===== config.mk =====
export PLATFORM = sky130hd
export DESIGN_NAME = reg_if_arbiter_flat
export DESIGN_NICKNAME = d
export VERILOG_FILES = /design/src/rtl/reg_if_arb_pkg.sv /design/src/rtl/reg_if_arbiter_if.sv /design/src/rtl/reg_if_rr_pick.sv /design/src/rtl/reg_if_arbiter.sv /design/src/flat_wrapper.sv
export SDC_FILE = /design/constraint.sdc
export NUM_CORES = 1
export LEC_CHECK = 0
export CAP_MARGIN = 20
export CORE_MARGIN = 5
export CORE_UTILIZATION = 38
export CTS_BUF_LIST = sky130_fd_sc_hd__clkbuf_16
export DETAILED_ROUTE_END_ITERATION = 6
export PLACE_DENSITY = 0.82
export SLEW_MARGIN = 20
export SYNTH_ARGS = -nofsm -noshare
export SYNTH_HDL_FRONTEND = slang
export SYNTH_SLANG_ARGS = --single-unit

===== constraint.sdc =====
create_clock -name clk_25m -period 1.76 [get_ports clk_25m]
set_input_delay 0.352 -clock clk_25m [delete_from_list [all_inputs] [get_ports clk_25m]]
set_output_delay 0.352 -clock clk_25m [all_outputs]
set_load 0.03 [all_outputs]

===== src/rtl/reg_if_arb_pkg.sv =====
// Shared definitions for the register-interface arbiter: FSM encoding,
// default bus widths and the read data returned on an aborted access.
package reg_if_arb_pkg;

  typedef enum logic [1:0] {
    IDLE  = 2'd0,
    ISSUE = 2'd1,
    RESP  = 2'd2
  } arb_state_e;

  localparam int unsigned REG_IF_AW = 21;
  localparam int unsigned REG_IF_DW = 16;

  localparam logic [REG_IF_DW-1:0] ERR_RDATA_DEF = 16'hFFFF;

endpackage


===== src/rtl/reg_if_arbiter_if.sv =====
// Bus bundle for the arbiter: two requester ports and the shared
// register-file port. slave = arbiter view, master = environment view.
interface reg_if_arbiter_if #(
  parameter int unsigned AW = 21,
  parameter int unsigned DW = 16
);
  logic          m0_valid, m1_valid;
  logic          m0_we,    m1_we;
  logic [AW-1:0] m0_addr,  m1_addr;
  logic [DW-1:0] m0_wdata, m1_wdata;
  logic [DW-1:0] m0_rdata, m1_rdata;
  logic          m0_ready, m1_ready;

  logic          s_valid;
  logic          s_we;
  logic [AW-1:0] s_addr;
  logic [DW-1:0] s_wdata;
  logic [DW-1:0] s_rdata;
  logic          s_ready;

  modport slave (
    input  m0_valid, m1_valid, m0_we, m1_we, m0_addr, m1_addr,
           m0_wdata, m1_wdata, s_rdata, s_ready,
    output m0_rdata, m1_rdata, m0_ready, m1_ready,
           s_valid, s_we, s_addr, s_wdata
  );

  modport master (
    output m0_valid, m1_valid, m0_we, m1_we, m0_addr, m1_addr,
           m0_wdata, m1_wdata, s_rdata, s_ready,
    input  m0_rdata, m1_rdata, m0_ready, m1_ready,
           s_valid, s_we, s_addr, s_wdata
  );
endinterface


===== src/rtl/reg_if_rr_pick.sv =====
// Combinational 2-way round-robin select. On a tie the requester that
// did not win last time is chosen.
module reg_if_rr_pick (
  input  logic [1:0] req_i,
  input  logic       last_grant_i,
  output logic       gnt_idx_o,
  output logic       gnt_any_o
);

  // Single request wins outright; a tie goes to the non-last grantee.
  always_comb begin
    gnt_any_o = |req_i;
    gnt_idx_o = (&req_i) ? ~last_grant_i : req_i[1];
  end

endmodule


===== src/rtl/reg_if_arbiter.sv =====
// Two-requester arbiter for the 25 MHz register interface. Serializes
// accesses with round-robin grant, registers the downstream request and
// aborts accesses the register file never acknowledges.
module reg_if_arbiter
  import reg_if_arb_pkg::*;
#(
  parameter int unsigned   AW          = REG_IF_AW,
  parameter int unsigned   DW          = REG_IF_DW,
  parameter int unsigned   TIMEOUT_CYC = 255,
  parameter logic [DW-1:0] ERR_RDATA   = DW'(ERR_RDATA_DEF)
) (
  input  logic                   clk_25m,
  input  logic                   rst_n,
  reg_if_arbiter_if.slave        bus,
  output logic                   busy,
  output logic                   owner,
  output logic                   timeout_pulse,
  output logic [7:0]             timeout_cnt
);

  // Wait counter value seen on the final ISSUE edge before abort.
  localparam logic [7:0] WAIT_LAST = 8'(TIMEOUT_CYC - 1);

  arb_state_e    state_q, state_d;
  logic          s_valid_q, s_valid_d;
  logic          s_we_q, s_we_d;
  logic [AW-1:0] s_addr_q, s_addr_d;
  logic [DW-1:0] s_wdata_q, s_wdata_d;
  logic [7:0]    wait_q, wait_d;
  logic          owner_q, owner_d;       // doubles as last_grant
  logic          m0_ready_q, m0_ready_d;
  logic          m1_ready_q, m1_ready_d;
  logic [DW-1:0] m0_rdata_q, m0_rdata_d;
  logic [DW-1:0] m1_rdata_q, m1_rdata_d;
  logic          to_pulse_q, to_pulse_d;
  logic [7:0]    to_cnt_q, to_cnt_d;
  logic          busy_q, busy_d;

  logic          gnt_idx, gnt_any;
  logic [DW-1:0] rsp_data;
  logic          done;

  reg_if_rr_pick u_pick (
    .req_i        ({bus.m1_valid, bus.m0_valid}),
    .last_grant_i (owner_q),
    .gnt_idx_o    (gnt_idx),
    .gnt_any_o    (gnt_any)
  );

  // Next-state and datapath: grant in IDLE, wait/abort in ISSUE, pulse in RESP.
  always_comb begin
    state_d    = state_q;
    s_valid_d  = s_valid_q;
    s_we_d     = s_we_q;
    s_addr_d   = s_addr_q;
    s_wdata_d  = s_wdata_q;
    wait_d     = wait_q;
    owner_d    = owner_q;
    m0_ready_d = 1'b0;
    m1_ready_d = 1'b0;
    m0_rdata_d = m0_rdata_q;
    m1_rdata_d = m1_rdata_q;
    to_pulse_d = 1'b0;
    to_cnt_d   = to_cnt_q;
    rsp_data   = bus.s_rdata;
    done       = 1'b0;

    unique case (state_q)
      IDLE: begin
        if (gnt_any) begin
          s_valid_d = 1'b1;
          s_we_d    = gnt_idx ? bus.m1_we    : bus.m0_we;
          s_addr_d  = gnt_idx ? bus.m1_addr  : bus.m0_addr;
          s_wdata_d = gnt_idx ? bus.m1_wdata : bus.m0_wdata;
          owner_d   = gnt_idx;
          wait_d    = 8'd0;
          state_d   = ISSUE;
        end
      end
      ISSUE: begin
        // An acknowledge on the expiry edge still counts as a normal completion.
        if (bus.s_ready) begin
          rsp_data = bus.s_rdata;
          done     = 1'b1;
        end else if (wait_q == WAIT_LAST) begin
          rsp_data   = ERR_RDATA;
          to_pulse_d = 1'b1;
          to_cnt_d   = (to_cnt_q == 8'hFF) ? to_cnt_q : to_cnt_q + 8'd1;
          done       = 1'b1;
        end else begin
          wait_d = wait_q + 8'd1;
        end
        if (done) begin
          s_valid_d = 1'b0;
          state_d   = RESP;
          if (owner_q) begin
            m1_ready_d = 1'b1;
            m1_rdata_d = rsp_data;
          end else begin
            m0_ready_d = 1'b1;
            m0_rdata_d = rsp_data;
          end
        end
      end
      RESP:    state_d = IDLE;
      default: state_d = IDLE;
    endcase

    busy_d = (state_d != IDLE);
  end

  // State and output registers; reset drops the request immediately.
  always_ff @(posedge clk_25m or negedge rst_n) begin
    if (!rst_n) begin
      state_q    <= IDLE;
      s_valid_q  <= 1'b0;
      s_we_q     <= 1'b0;
      s_addr_q   <= '0;
      s_wdata_q  <= '0;
      wait_q     <= 8'd0;
      owner_q    <= 1'b1;
      m0_ready_q <= 1'b0;
      m1_ready_q <= 1'b0;
      m0_rdata_q <= '0;
      m1_rdata_q <= '0;
      to_pulse_q <= 1'b0;
      to_cnt_q   <= 8'd0;
      busy_q     <= 1'b0;
    end else begin
      state_q    <= state_d;
      s_valid_q  <= s_valid_d;
      s_we_q     <= s_we_d;
      s_addr_q   <= s_addr_d;
      s_wdata_q  <= s_wdata_d;
      wait_q     <= wait_d;
      owner_q    <= owner_d;
      m0_ready_q <= m0_ready_d;
      m1_ready_q <= m1_ready_d;
      m0_rdata_q <= m0_rdata_d;
      m1_rdata_q <= m1_rdata_d;
      to_pulse_q <= to_pulse_d;
      to_cnt_q   <= to_cnt_d;
      busy_q     <= busy_d;
    end
  end

  assign bus.s_valid    = s_valid_q;
  assign bus.s_we       = s_we_q;
  assign bus.s_addr     = s_addr_q;
  assign bus.s_wdata    = s_wdata_q;
  assign bus.m0_ready   = m0_ready_q;
  assign bus.m1_ready   = m1_ready_q;
  assign bus.m0_rdata   = m0_rdata_q;
  assign bus.m1_rdata   = m1_rdata_q;
  assign busy           = busy_q;
  assign owner          = owner_q;
  assign timeout_pulse  = to_pulse_q;
  assign timeout_cnt    = to_cnt_q;

endmodule


===== src/flat_wrapper.sv =====
// flat-port wrapper written by rule: the top's interface ports become plain ports
module reg_if_arbiter_flat import reg_if_arb_pkg::*;
#(
  parameter int unsigned   AW          = REG_IF_AW,
  parameter int unsigned   DW          = REG_IF_DW,
  parameter int unsigned   TIMEOUT_CYC = 255,
  parameter logic [DW-1:0] ERR_RDATA   = DW'(ERR_RDATA_DEF)
)
  (clk_25m, rst_n, busy, owner, timeout_pulse, timeout_cnt, bus_m0_valid, bus_m1_valid, bus_m0_we, bus_m1_we, bus_m0_addr, bus_m1_addr, bus_m0_wdata, bus_m1_wdata, bus_s_rdata, bus_s_ready, bus_m0_rdata, bus_m1_rdata, bus_m0_ready, bus_m1_ready, bus_s_valid, bus_s_we, bus_s_addr, bus_s_wdata);
  reg_if_arbiter_if #(.AW(AW), .DW(DW)) bus_i ();
  input  logic clk_25m;
  input  logic rst_n;
  output logic busy;
  output logic owner;
  output logic timeout_pulse;
  output logic [7:0] timeout_cnt;
  input wire logic [$bits(bus_i.m0_valid)-1:0] bus_m0_valid;
  input wire logic [$bits(bus_i.m1_valid)-1:0] bus_m1_valid;
  input wire logic [$bits(bus_i.m0_we)-1:0] bus_m0_we;
  input wire logic [$bits(bus_i.m1_we)-1:0] bus_m1_we;
  input wire logic [$bits(bus_i.m0_addr)-1:0] bus_m0_addr;
  input wire logic [$bits(bus_i.m1_addr)-1:0] bus_m1_addr;
  input wire logic [$bits(bus_i.m0_wdata)-1:0] bus_m0_wdata;
  input wire logic [$bits(bus_i.m1_wdata)-1:0] bus_m1_wdata;
  input wire logic [$bits(bus_i.s_rdata)-1:0] bus_s_rdata;
  input wire logic [$bits(bus_i.s_ready)-1:0] bus_s_ready;
  output wire logic [$bits(bus_i.m0_rdata)-1:0] bus_m0_rdata;
  output wire logic [$bits(bus_i.m1_rdata)-1:0] bus_m1_rdata;
  output wire logic [$bits(bus_i.m0_ready)-1:0] bus_m0_ready;
  output wire logic [$bits(bus_i.m1_ready)-1:0] bus_m1_ready;
  output wire logic [$bits(bus_i.s_valid)-1:0] bus_s_valid;
  output wire logic [$bits(bus_i.s_we)-1:0] bus_s_we;
  output wire logic [$bits(bus_i.s_addr)-1:0] bus_s_addr;
  output wire logic [$bits(bus_i.s_wdata)-1:0] bus_s_wdata;
  assign bus_i.m0_valid = bus_m0_valid;
  assign bus_i.m1_valid = bus_m1_valid;
  assign bus_i.m0_we = bus_m0_we;
  assign bus_i.m1_we = bus_m1_we;
  assign bus_i.m0_addr = bus_m0_addr;
  assign bus_i.m1_addr = bus_m1_addr;
  assign bus_i.m0_wdata = bus_m0_wdata;
  assign bus_i.m1_wdata = bus_m1_wdata;
  assign bus_i.s_rdata = bus_s_rdata;
  assign bus_i.s_ready = bus_s_ready;
  assign bus_m0_rdata = bus_i.m0_rdata;
  assign bus_m1_rdata = bus_i.m1_rdata;
  assign bus_m0_ready = bus_i.m0_ready;
  assign bus_m1_ready = bus_i.m1_ready;
  assign bus_s_valid = bus_i.s_valid;
  assign bus_s_we = bus_i.s_we;
  assign bus_s_addr = bus_i.s_addr;
  assign bus_s_wdata = bus_i.s_wdata;
  reg_if_arbiter #(.AW(AW), .DW(DW), .TIMEOUT_CYC(TIMEOUT_CYC), .ERR_RDATA(ERR_RDATA)) u_core (.clk_25m(clk_25m), .rst_n(rst_n), .bus(bus_i), .busy(busy), .owner(owner), .timeout_pulse(timeout_pulse), .timeout_cnt(timeout_cnt));
endmodule

# Word-level counts from Yosys, hierarchy flattened
# Index checks and enable logic that the tools add are counted.
# classes
add_sub_neg	2
eq_ne	7
mux	27
bitwise	3
n_reduce_logical	11
# op_table
operator	n
16-bit 2-to-1 mux	3
8-bit 2-to-1 mux	3
21-bit 2-to-1 mux	1
8-bit by 1-bit adder with 8-bit output (second input constant)	2
8-bit equality test (second input constant)	2
8-bit one-hot mux with 2 select lines	1
1-bit 2-to-1 mux	15
3-bit AND reduction	3
4-bit AND reduction	2
2-bit 2-to-1 mux	2
2-bit by 1-bit inequality test with 1-bit output (second input constant)	2
2-bit inequality test (second input constant)	2
2-bit one-hot mux with 2 select lines	1
2-bit AND reduction	2
2-bit nonzero test	2
1-bit NOT	3
2-bit by 1-bit equality test with 1-bit output (second input constant)	1
2-bit logical NOT	1
1-bit one-hot mux with 2 select lines	1
2-bit OR reduction	1
# totals
regBits	94

# Logic depth before layout (Yosys ltp)
# Gate-level depths: netlist of the first run.
# depth
ltp_word	7
depth_mapped	7
depth_no_buf	7

# Modules after synthesis
# Synthesis of the first run repeated with hierarchy kept, for this count alone.
# unflattened
cells_unflattened	367
area_unflattened_um2	4117.7
# modules_own_cells
module	instances	cells_each	area_per_inst_um2	seq_area_each_um2
reg_if_arbiter	1	365	4103.9	2353.5
reg_if_rr_pick	1	2	13.8	0.0

# Worst setup path after synthesis of the first run
# Ideal clock, no wire load.
# synth_path
kind	register -> register
startpoint	reg u_core.wait_q[0]
endpoint	reg u_core.wait_q[7]
setup_time_ns	0.140
arrival_time_ns	1.618
t_required_ns	1.620
setup_slack_ns	0.002
stages_incl_launch_ff	7
path_buffers	0
period_less_slack_ns	1.758
cell_sequence	dfrtp_1 > inv_1 > ha_1 > and3_2 > a211o_2 > o311ai_0 > o41ai_1
# synth_between
elab_chain_len	4
# synth_rtl
element	line_no	source
start: declaration	reg_if_arbiter.sv:29	logic [7:0] wait_q, wait_d;
start signal: assignment	reg_if_arbiter.sv:135	wait_q <= wait_d;
8-bit by 1-bit adder with 8-bit output	reg_if_arbiter.sv:91	wait_d = wait_q + 8'd1;
8-bit 2-to-1 mux	reg_if_arbiter.sv:85	end else if (wait_q == WAIT_LAST) begin
8-bit 2-to-1 mux	reg_if_arbiter.sv:82	if (bus.s_ready) begin
8-bit one-hot mux with 2 select lines	reg_if_arbiter.sv:68	unique case (state_q)
# Several ways; a longest one is shown, not always the timed one. The select of a mux whose other input is x is not followed.
# A chain may end at the register's enable or synchronous reset.

# Final worst setup path of the first run
# layout_path
startpoint	reg u_core.m1_rdata_q[0], in the netlist u_core.bus.m1_rdata[0]
endpoint	out bus_m1_rdata[0]
# layout_rtl
element	line_no	source
start: declaration	reg_if_arbiter.sv:34	logic [DW-1:0] m1_rdata_q, m1_rdata_d;
start signal: assignment	reg_if_arbiter.sv:140	m1_rdata_q <= m1_rdata_d;
end: declaration	flat_wrapper.sv:28	output wire logic [$bits(bus_i.m1_rdata)-1:0] bus_m1_rdata;
# No word-level cell between the ends.

==> flow_summary.rst, run 1 <==
.. list-table::
   :header-rows: 1

   * - Metric
     - Value
   * - Number of cell rows
     - 38
   * - DR pass1 iterations
     - 4
   * - Total routing resource utilization after global routing
     - 0.172
   * - Type of the worst setup path
     - register to output pin
   * - Highest Clock Rate
     - 579 MHz
   * - Fillers
     - 815
   * - Mux contribution to synthesized area
     - 0.0971
   * - Post-DP HPWL
     - 8570 um
   * - Register bit count reported by yosys
     - 94
   * - Pwr/cell area
     - 1690 mW/mm^2
   * - Distinct cells, synth
     - 45
   * - Reg clk slew, reported paths
     - 0.07 ns
   * - Num Clock Sinks
     - 94
   * - Height of the die
     - 115 um
   * - Cell with the biggest individual delay on the critical path
     - sky130_fd_sc_hd__clkdlybuf4s50_1
   * - Most frequent standard cell in the layout excluding fill and tap cells
     - sky130_fd_sc_hd__clkdlybuf4s50_1
   * - Detail-routed via count per cell
     - 5.01
   * - Synth Area in Adders
     - 0.00904
   * - Number of antenna violations at the first check in global routing
     - 0
   * - Reg-to-reg setup timing slack
     - 0.08 ns
   * - Die Footprint
     - 0.0131 mm^2
   * - Share of synthesized flip-flops with an asynchronous set or reset
     - 1.00
   * - Layout Utilization
     - 0.629
   * - Arrival time of data at the critical path endpoint
     - 1.37 ns
   * - Compound-Gate Fraction of Synth Area
     - 0.169
   * - Final worst path period need
     - 1.73 ns
   * - Antenna Nets Post-Route
     - 0
   * - Depth of the worst register-to-register path
     - 6
   * - Number of enable-type register cells in the synthesized netlist
     - 0
   * - Number of buffers on the longest clock path
     - 2
   * - Unrepaired setup endpoints after global routing
     - yes
   * - Critical path startpoint category
     - register
   * - Remaining max-slew budget at the tightest pin
     - 0.711
   * - Worst Skew
     - 0.00770 ns
   * - TritonCTS clock tree
     - done
   * - Pins Over Slew Limit
     - 0
   * - DIE WIDTH
     - 115 um
   * - Grt total ovfl
     - 0
   * - Skew-Pair Late Insertion Delay
     - 0.33 ns
   * - Outcome
     - finished clean
   * - Pin count of the biggest net entering global routing
     - 51
   * - Worst Hold Slack
     - 0.449 ns
   * - Initial DRC count
     - 217
   * - Worst endpoint required time
     - 1.41 ns
   * - Starting Density
     - 0.385
   * - Number of buffers inserted by port buffering
     - 180
   * - Dominant combinational cell family by area after synthesis
     - compound AO/OA/AOI/OAI gates
   * - Final-report setup violation count
     - 0
   * - Core footprint
     - 0.0108 mm^2
   * - Maximum fanout count along the critical path
     - 2
   * - Cell type group with the largest total delay on the critical path
     - buffers and inverters
   * - Share of post-route cells with drive strength above 1
     - 0.132
   * - Max cap viols
     - 0
   * - Number of buffers created by CTS
     - 9
   * - Highest ir drop seen on vdd
     - 0.982 mV
   * - Path type of the worst min-delay path
     - primary input to asynchronous set/reset pin
   * - Synthesized-area fraction occupied by and/or/nand/nor cells
     - 0.110
   * - Netlist area before placement
     - 0.00415 mm^2
   * - Final GP Congestion
     - 0.807
   * - # H-tree levels
     - 3
   * - Total routed wirelength
     - 11200 um
   * - Cells along the critical path
     - clkdlybuf4s50_1
   * - Drt drc
     - 0
   * - Crit end category
     - output pin
   * - Synthesized Nets
     - 460
   * - Final worst path period share
     - 0.981
   * - Cells after Synth
     - 360
   * - Total count of hold-check failures in the final report
     - 0
   * - Via Count
     - 3520
   * - Xor and xnor fraction of the mapped netlist area
     - 0.0127
   * - Stage delay of the slowest cell on the critical path
     - 0.68 ns
   * - Number of global-route vias before repair
     - 3722
   * - Routed length per placed instance
     - 15.9 um
   * - Number of nets in the final layout
     - 657
   * - Worst-margin pin slew
     - 0.433 ns
   * - IO Pins
     - 181
   * - Post-synthesis to final-layout area growth
     - 63.6%
   * - R2r startpoint
     - u_core.wait_q[0]
   * - Cell leakage power
     - 3.29 nW
   * - Buf/Inv on CP
     - 1
   * - Part of the Yosys area used for sequential elements
     - 0.567
   * - Worst reg2reg endpoint
     - u_core.wait_q[4]
   * - Diodes inserted
     - 0
   * - Yosys warning count
     - 0
   * - Highest-count cells in the layout ignoring fill and taps
     - 119 x sky130_fd_sc_hd__clkdlybuf4s50_1, 93 x sky130_fd_sc_hd__dfrtp_1, 48 x sky130_fd_sc_hd__nand2_1, 44 x sky130_fd_sc_hd__dlymetal6s2s_1, 42 x sky130_fd_sc_hd__o21ai_0
   * - First-pass GRT wire length
     - 18100 um
   * - Clk Tree Root Cell
     - sky130_fd_sc_hd__clkbuf_16
   * - Top flip-flop cell by instance count after synthesis
     - sky130_fd_sc_hd__dfrtp_1
   * - Syn Area/Cell
     - 11.5 um^2
## flip-flops by register name (all words and copies together), names as in the netlist
signal,cells
u_core.state_q,2
u_core.bus.s_valid,1
u_core.bus.s_addr,21
u_core.timeout_pulse,1
u_core.wait_q,8
u_core.bus.m0_ready,1
u_core.bus.s_wdata,16
u_core.bus.m0_rdata,16
u_core.busy,1
u_core.bus.m1_rdata,16
u_core.owner,1
u_core.timeout_cnt,8
u_core.bus.s_we,1
u_core.bus.m1_ready,1
## cells in the mapped netlist (2+ instances only)
cell,n,area share
sky130_fd_sc_hd__o21ai_0,43,0.052
sky130_fd_sc_hd__dfrtp_1,93,0.56
sky130_fd_sc_hd__a2bb2oi_2,9,0.033
sky130_fd_sc_hd__mux2_2,2,0.0054
sky130_fd_sc_hd__nor3_1,2,0.0024
sky130_fd_sc_hd__clkbuf_1,10,0.0090
sky130_fd_sc_hd__ha_1,3,0.0090
sky130_fd_sc_hd__xor2_1,5,0.011
sky130_fd_sc_hd__nor4_1,2,0.0030
sky130_fd_sc_hd__inv_1,4,0.0036
sky130_fd_sc_hd__buf_2,6,0.0072
sky130_fd_sc_hd__nand4_1,2,0.0030
sky130_fd_sc_hd__mux2i_1,38,0.092
sky130_fd_sc_hd__nor2_1,22,0.020
sky130_fd_sc_hd__o21ai_1,2,0.0024
sky130_fd_sc_hd__a21oi_1,3,0.0036
sky130_fd_sc_hd__buf_6,3,0.0081
sky130_fd_sc_hd__a2bb2oi_1,7,0.015
sky130_fd_sc_hd__o32a_1,16,0.039
sky130_fd_sc_hd__nand2_1,48,0.043
sky130_fd_sc_hd__buf_1,2,0.0018
sky130_fd_sc_hd__a31oi_1,3,0.0045
sky130_fd_sc_hd__nand3_1,11,0.013
sky130_fd_sc_hd__buf_4,3,0.0054
## cell families (layout without fill, tap and decap cells)
group / Yosys count / in the layout
compound gates: 92 / 92
xor+xnor: 6 / 6
fa+ha+maj: 3 / 3
buf+inv: 28 / 230
flops: 94 / 94
mux: 40 / 40
simple gates: 97 / 97
## through the flow
stage / setup TNS, ns / area [um^2] / worst slack (ns) / instances / total power, W
floorplan: 0 / 4150 / 0.00216 / 360 / 0.00697
global placement: -2.30 / 6300 / -0.188 / 683 / 0.00948
detailed placement: -4.34 / 6300 / -0.251 / 683 / 0.00964
CTS: 0 / 6620 / 0.000464 / 701 / 0.0116
global route: -0.0169 / 6790 / -0.00948 / 702 / 0.0122
finish: 0 / 6790 / 0.0332 / 702 / 0.0114
## worst max path at each step
| stage | depth (start not counted) | start | end | slack (ns) |
|---|---|---|---|---|
| floorplan | 6 | u_core.wait_q[0] | u_core.wait_q[7] | 0.002 |
| global placement | 5 | bus_s_ready | u_core.timeout_cnt[7] | -0.19 |
| detailed placement | 5 | bus_s_ready | u_core.timeout_cnt[7] | -0.25 |
| CTS | 1 | u_core.bus.s_addr[16] | bus_s_addr[16] | 0.0005 |
| global route | 1 | u_core.bus.m1_rdata[0] | bus_m1_rdata[0] | -0.009 |
| finish | 1 | u_core.bus.m1_rdata[0] | bus_m1_rdata[0] | 0.03 |
## layer usage
metal | vias to the layer above | GRT usage | wire (um)
met5 | - | 0 | 0
met4 | 0 | 0.0665 | 202
met3 | 17 | 0.0534 | 1120
met2 | 167 | 0.292 | 5380
met1 | 1643 | 0.205 | 4470
li1 | 1693 | - | -
## what timing repair did
| item | 4_1_cts | 5_1_grt |
|---|---|---|
| pin swaps | 1 | 2 |
| gates resized for setup | 15 | 53 |
| setup endpoints to repair | 31 | 54 |
| buffers inserted | 1 | 1 |
| hold buffers | 1 | 0 |
| hold endpoints to repair | 20 | 0 |
## cell type report
| class | instances | area [um^2] | share of cell area |
|---|---|---|---|
| timing repair buffer | 210 | 2220 | 0.327 |
| inverter | 4 | 15.0 | 0.00221 |
| tap | 140 | 175 | 0.0258 |
| clock buffer | 9 | 225 | 0.0332 |
| sequential | 94 | 2350 | 0.347 |
| multi-input combinational | 238 | 1720 | 0.253 |
| clock inverter | 7 | 80.1 | 0.0118 |
## report_power, final
group          switching [W]  internal, W  leakage [nW]
Sequential          0.000551      0.00307          1.14
Combinational        0.00332      0.00254          2.01
Clock               0.000844      0.00112         0.148
Total                0.00471      0.00673          3.29
(Power assumes the default switching activity.)
==> run 2, diff against run 1 <==
--- a/config.mk
+++ b/config.mk
@@ -5,7 +5,7 @@
 export SDC_FILE = /design/constraint.sdc
 export NUM_CORES = 1
 export LEC_CHECK = 0
-export CAP_MARGIN = 20
+export CAP_MARGIN = 25
 export CORE_MARGIN = 5
 export CORE_UTILIZATION = 38
 export CTS_BUF_LIST = sky130_fd_sc_hd__clkbuf_16
==> results of run 2 <==
No change in the layout: final DEF, timing and power equal those of run 1.
==> run 3, diff against run 2 <==
--- a/config.mk
+++ b/config.mk
@@ -10,7 +10,7 @@
 export CORE_UTILIZATION = 38
 export CTS_BUF_LIST = sky130_fd_sc_hd__clkbuf_16
 export DETAILED_ROUTE_END_ITERATION = 6
-export PLACE_DENSITY = 0.82
+export PLACE_DENSITY = 0.76
 export SLEW_MARGIN = 20
 export SYNTH_ARGS = -nofsm -noshare
 export SYNTH_HDL_FRONTEND = slang
==> flow_summary.rst, run 3 (synthesis gave the netlist of run 1 again) <==
.. list-table::
   :header-rows: 1

   * - Metric
     - Value
   * - Outcome
     - finished clean (unchanged)
   * - Pin count of the biggest net entering global routing
     - 95 (was 51)
   * - Worst reg2reg endpoint
     - u_core.wait_q[7] (was u_core.wait_q[4])
   * - Total count of hold-check failures in the final report
     - 0 (unchanged)
   * - Buf/Inv on CP
     - 1 (unchanged)
   * - Number of global-route vias before repair
     - 3656 (was 3722)
   * - Cell type group with the largest total delay on the critical path
     - buffers and inverters (unchanged)
   * - Arrival time of data at the critical path endpoint
     - 1.38 ns (was 1.37 ns)
   * - Total routed wirelength
     - 11300 um (was 11200 um)
   * - Drt drc
     - 0 (unchanged)
   * - Final-report setup violation count
     - 0 (unchanged)
   * - Depth of the worst register-to-register path
     - 6 (unchanged)
   * - Number of nets in the final layout
     - 655 (was 657)
   * - Detailed-routed wire length on met2
     - 5650 um (was 5380 um)
   * - Reg clk slew, reported paths
     - 0.07 ns (about the same)
   * - Die Footprint
     - 0.0131 mm^2 (unchanged)
   * - Cells along the critical path
     - clkdlybuf4s50_1 (unchanged)
   * - Path type of the worst min-delay path
     - primary input to asynchronous set/reset pin (unchanged)
   * - Highest ir drop seen on vdd
     - 0.898 mV (was 0.982 mV)
   * - Detail-routed via count per cell
     - 5.04 (was 5.01)
   * - Number of cell rows
     - 38 (unchanged)
   * - Clk Tree Root Cell
     - sky130_fd_sc_hd__clkbuf_16 (unchanged)
   * - R2r startpoint
     - u_core.wait_q[0] (unchanged)
   * - Max cap viols
     - 0 (unchanged)
   * - First-pass GRT wire length
     - 18300 um (was 18100 um)
   * - CP Depth
     - 1 (unchanged)
   * - Crit end category
     - output pin (unchanged)
   * - Grt total ovfl
     - 0 (unchanged)
   * - Number of buffers created by CTS
     - 9 (unchanged)
   * - TritonCTS clock tree
     - done (unchanged)
   * - Most frequent standard cell in the layout excluding fill and tap cells
     - sky130_fd_sc_hd__clkdlybuf4s50_1 (unchanged)
   * - Antenna Nets Post-Route
     - 0 (unchanged)
   * - Total routing resource utilization after global routing
     - 0.176 (was 0.172)
   * - Cell leakage power
     - 3.25 nW (was 3.29 nW)
   * - Final worst path period need
     - 1.73 ns (about the same)
   * - Routed length per placed instance
     - 16.2 um (was 15.9 um)
   * - Share of post-route cells with drive strength above 1
     - 0.132 (about the same)
   * - IO Pins
     - 181 (unchanged)
   * - Type of the worst setup path
     - register to output pin (unchanged)
   * - Worst-margin pin slew
     - 0.492 ns (was 0.433 ns)
   * - Via Count
     - 3528 (was 3520)
   * - Worst endpoint required time
     - 1.41 ns (about the same)
   * - Diodes inserted
     - 0 (unchanged)
   * - Post-CTS Hold Buffers
     - 0 (was 1)
   * - Cell with the biggest individual delay on the critical path
     - sky130_fd_sc_hd__clkdlybuf4s50_1 (unchanged)
   * - Crit path capture
     - bus_m1_rdata[2] (was bus_m1_rdata[0])
   * - Starting Density
     - 0.385 (unchanged)
   * - Unrepaired setup endpoints after global routing
     - yes (unchanged)
   * - Met1 wire length
     - 4420 um (was 4470 um)
   * - Skew-Pair Late Insertion Delay
     - 0.35 ns (was 0.33 ns)
   * - Final worst path period share
     - 0.984 (was 0.981)
   * - Routed wl met3
     - 1060 um (was 1120 um)
   * - Number of antenna violations at the first check in global routing
     - 0 (unchanged)
   * - Startpoint of the most critical setup path
     - u_core.bus.m1_rdata[2] (was u_core.bus.m1_rdata[0])
   * - Number of buffers inserted by port buffering
     - 180 (unchanged)
   * - Max reg flops
     - 21 (unchanged)
   * - Core footprint
     - 0.0108 mm^2 (unchanged)
   * - Maximum fanout count along the critical path
     - 2 (unchanged)
   * - DR pass1 iterations
     - 4 (unchanged)
   * - Highest-count cells in the layout ignoring fill and taps
     - 110 x sky130_fd_sc_hd__clkdlybuf4s50_1, 93 x sky130_fd_sc_hd__dfrtp_1, 48 x sky130_fd_sc_hd__nand2_1, 42 x sky130_fd_sc_hd__o21ai_0, 38 x sky130_fd_sc_hd__mux2i_1 (was 119 x sky130_fd_sc_hd__clkdlybuf4s50_1, 93 x sky130_fd_sc_hd__dfrtp_1, 48 x sky130_fd_sc_hd__nand2_1, 44 x sky130_fd_sc_hd__dlymetal6s2s_1, 42 x sky130_fd_sc_hd__o21ai_0)
   * - Height of the die
     - 115 um (unchanged)
   * - Worst Skew
     - 0.0108 ns (was 0.00770 ns)
   * - Stage delay of the slowest cell on the critical path
     - 0.68 ns (about the same)
   * - Worst Hold Slack
     - 0.0456 ns (was 0.449 ns)
   * - Remaining max-slew budget at the tightest pin
     - 0.672 (was 0.711)
   * - Highest Clock Rate
     - 577 MHz (was 579 MHz)
   * - Pwr/cell area
     - 1690 mW/mm^2 (about the same)
   * - Number of buffers on the longest clock path
     - 2 (unchanged)
   * - Post-DP HPWL
     - 8370 um (was 8570 um)
   * - Pins Over Slew Limit
     - 0 (unchanged)
   * - Uppermost layer routed
     - met4 (unchanged)
   * - Num Clock Sinks
     - 94 (unchanged)
   * - Final GP Congestion
     - 0.820 (was 0.807)
   * - Initial DRC count
     - 224 (was 217)
   * - Total Neg Setup Slack
     - 0 ns (unchanged)
   * - Reg-to-reg setup timing slack
     - 0.03 ns (was 0.08 ns)
   * - Critical path startpoint category
     - register (unchanged)
   * - Post-synthesis to final-layout area growth
     - 61.8% (was 63.6%)
   * - DIE WIDTH
     - 115 um (unchanged)
   * - # H-tree levels
     - 3 (unchanged)
[run 3: cell types whose count changed in the layout (fill, tap and decap cells not counted), sizes merged, moves of 2 or more]
cell | before | now
clkdlybuf4s50 | 119 | 110
dlygate4sd2 | 15 | 32
dlymetal6s2s | 44 | 36
inv | 7 | 9
[run 3: report_power, final]
group / total (W) / switching [W] / leakage, nW / internal, W
clock network: 0.00206 / 0.000920 / 0.156 / 0.00114
logic: 0.00573 / 0.00335 / 1.96 / 0.00238
registers: 0.00358 / 0.000511 / 1.14 / 0.00307
total: 0.0114 / 0.00478 / 3.25 / 0.00659
[run 3: through the flow]
step	std cells	power, W	area (um^2)	setup WS (ns)	utilization
floorplan	360	0.00697	4150	0.00216	-
global placement	682	0.00947	6280	-0.212	0.582
detailed placement	682	0.00966	6280	-0.245	0.582
CTS	699	0.0116	6580	0.00121	0.609
global route	700	0.0121	6720	-0.0467	0.622
finish	700	0.0114	6720	0.0284	0.622
[run 3: how the worst min path moves through the flow]
stage | to | slack (ns)
final | u_core.timeout_cnt[3] | 0.05
after global routing | u_core.timeout_pulse | 0.12
after CTS | u_core.bus.m0_rdata[14] | 0.07
after floorplan | u_core.bus.m0_rdata[0] | 0.06
after global placement | u_core.timeout_pulse | 0.44
after detailed placement | u_core.timeout_cnt[2] | 0.45
[run 3: per-layer routing]
layer | track usage | vias up
li1 | - | 1690
met2 | 0.299 | 140
met4 | 0.0657 | 0
met1 | 0.208 | 1685
met5 | 0 | -
met3 | 0.0544 | 13
[run 3: area by class of cell]
cell class,count,area [um^2]
timing repair buffer,208,2150
fill,886,4080
tap,140,175
clock buffer,9,225
inverter,4,15.0
sequential,94,2350
multi-input combinational,238,1710
clock inverter,7,86.3
[run 3: repair_timing]
| action | 4_1_cts | 5_1_grt |
|---|---|---|
| hold endpoints to repair | 0 | 0 |
| gates resized for setup | 32 | 44 |
| setup buffers | 1 | 1 |
| setup endpoints to repair | 48 | 49 |
| pin swaps | 1 | 2 |
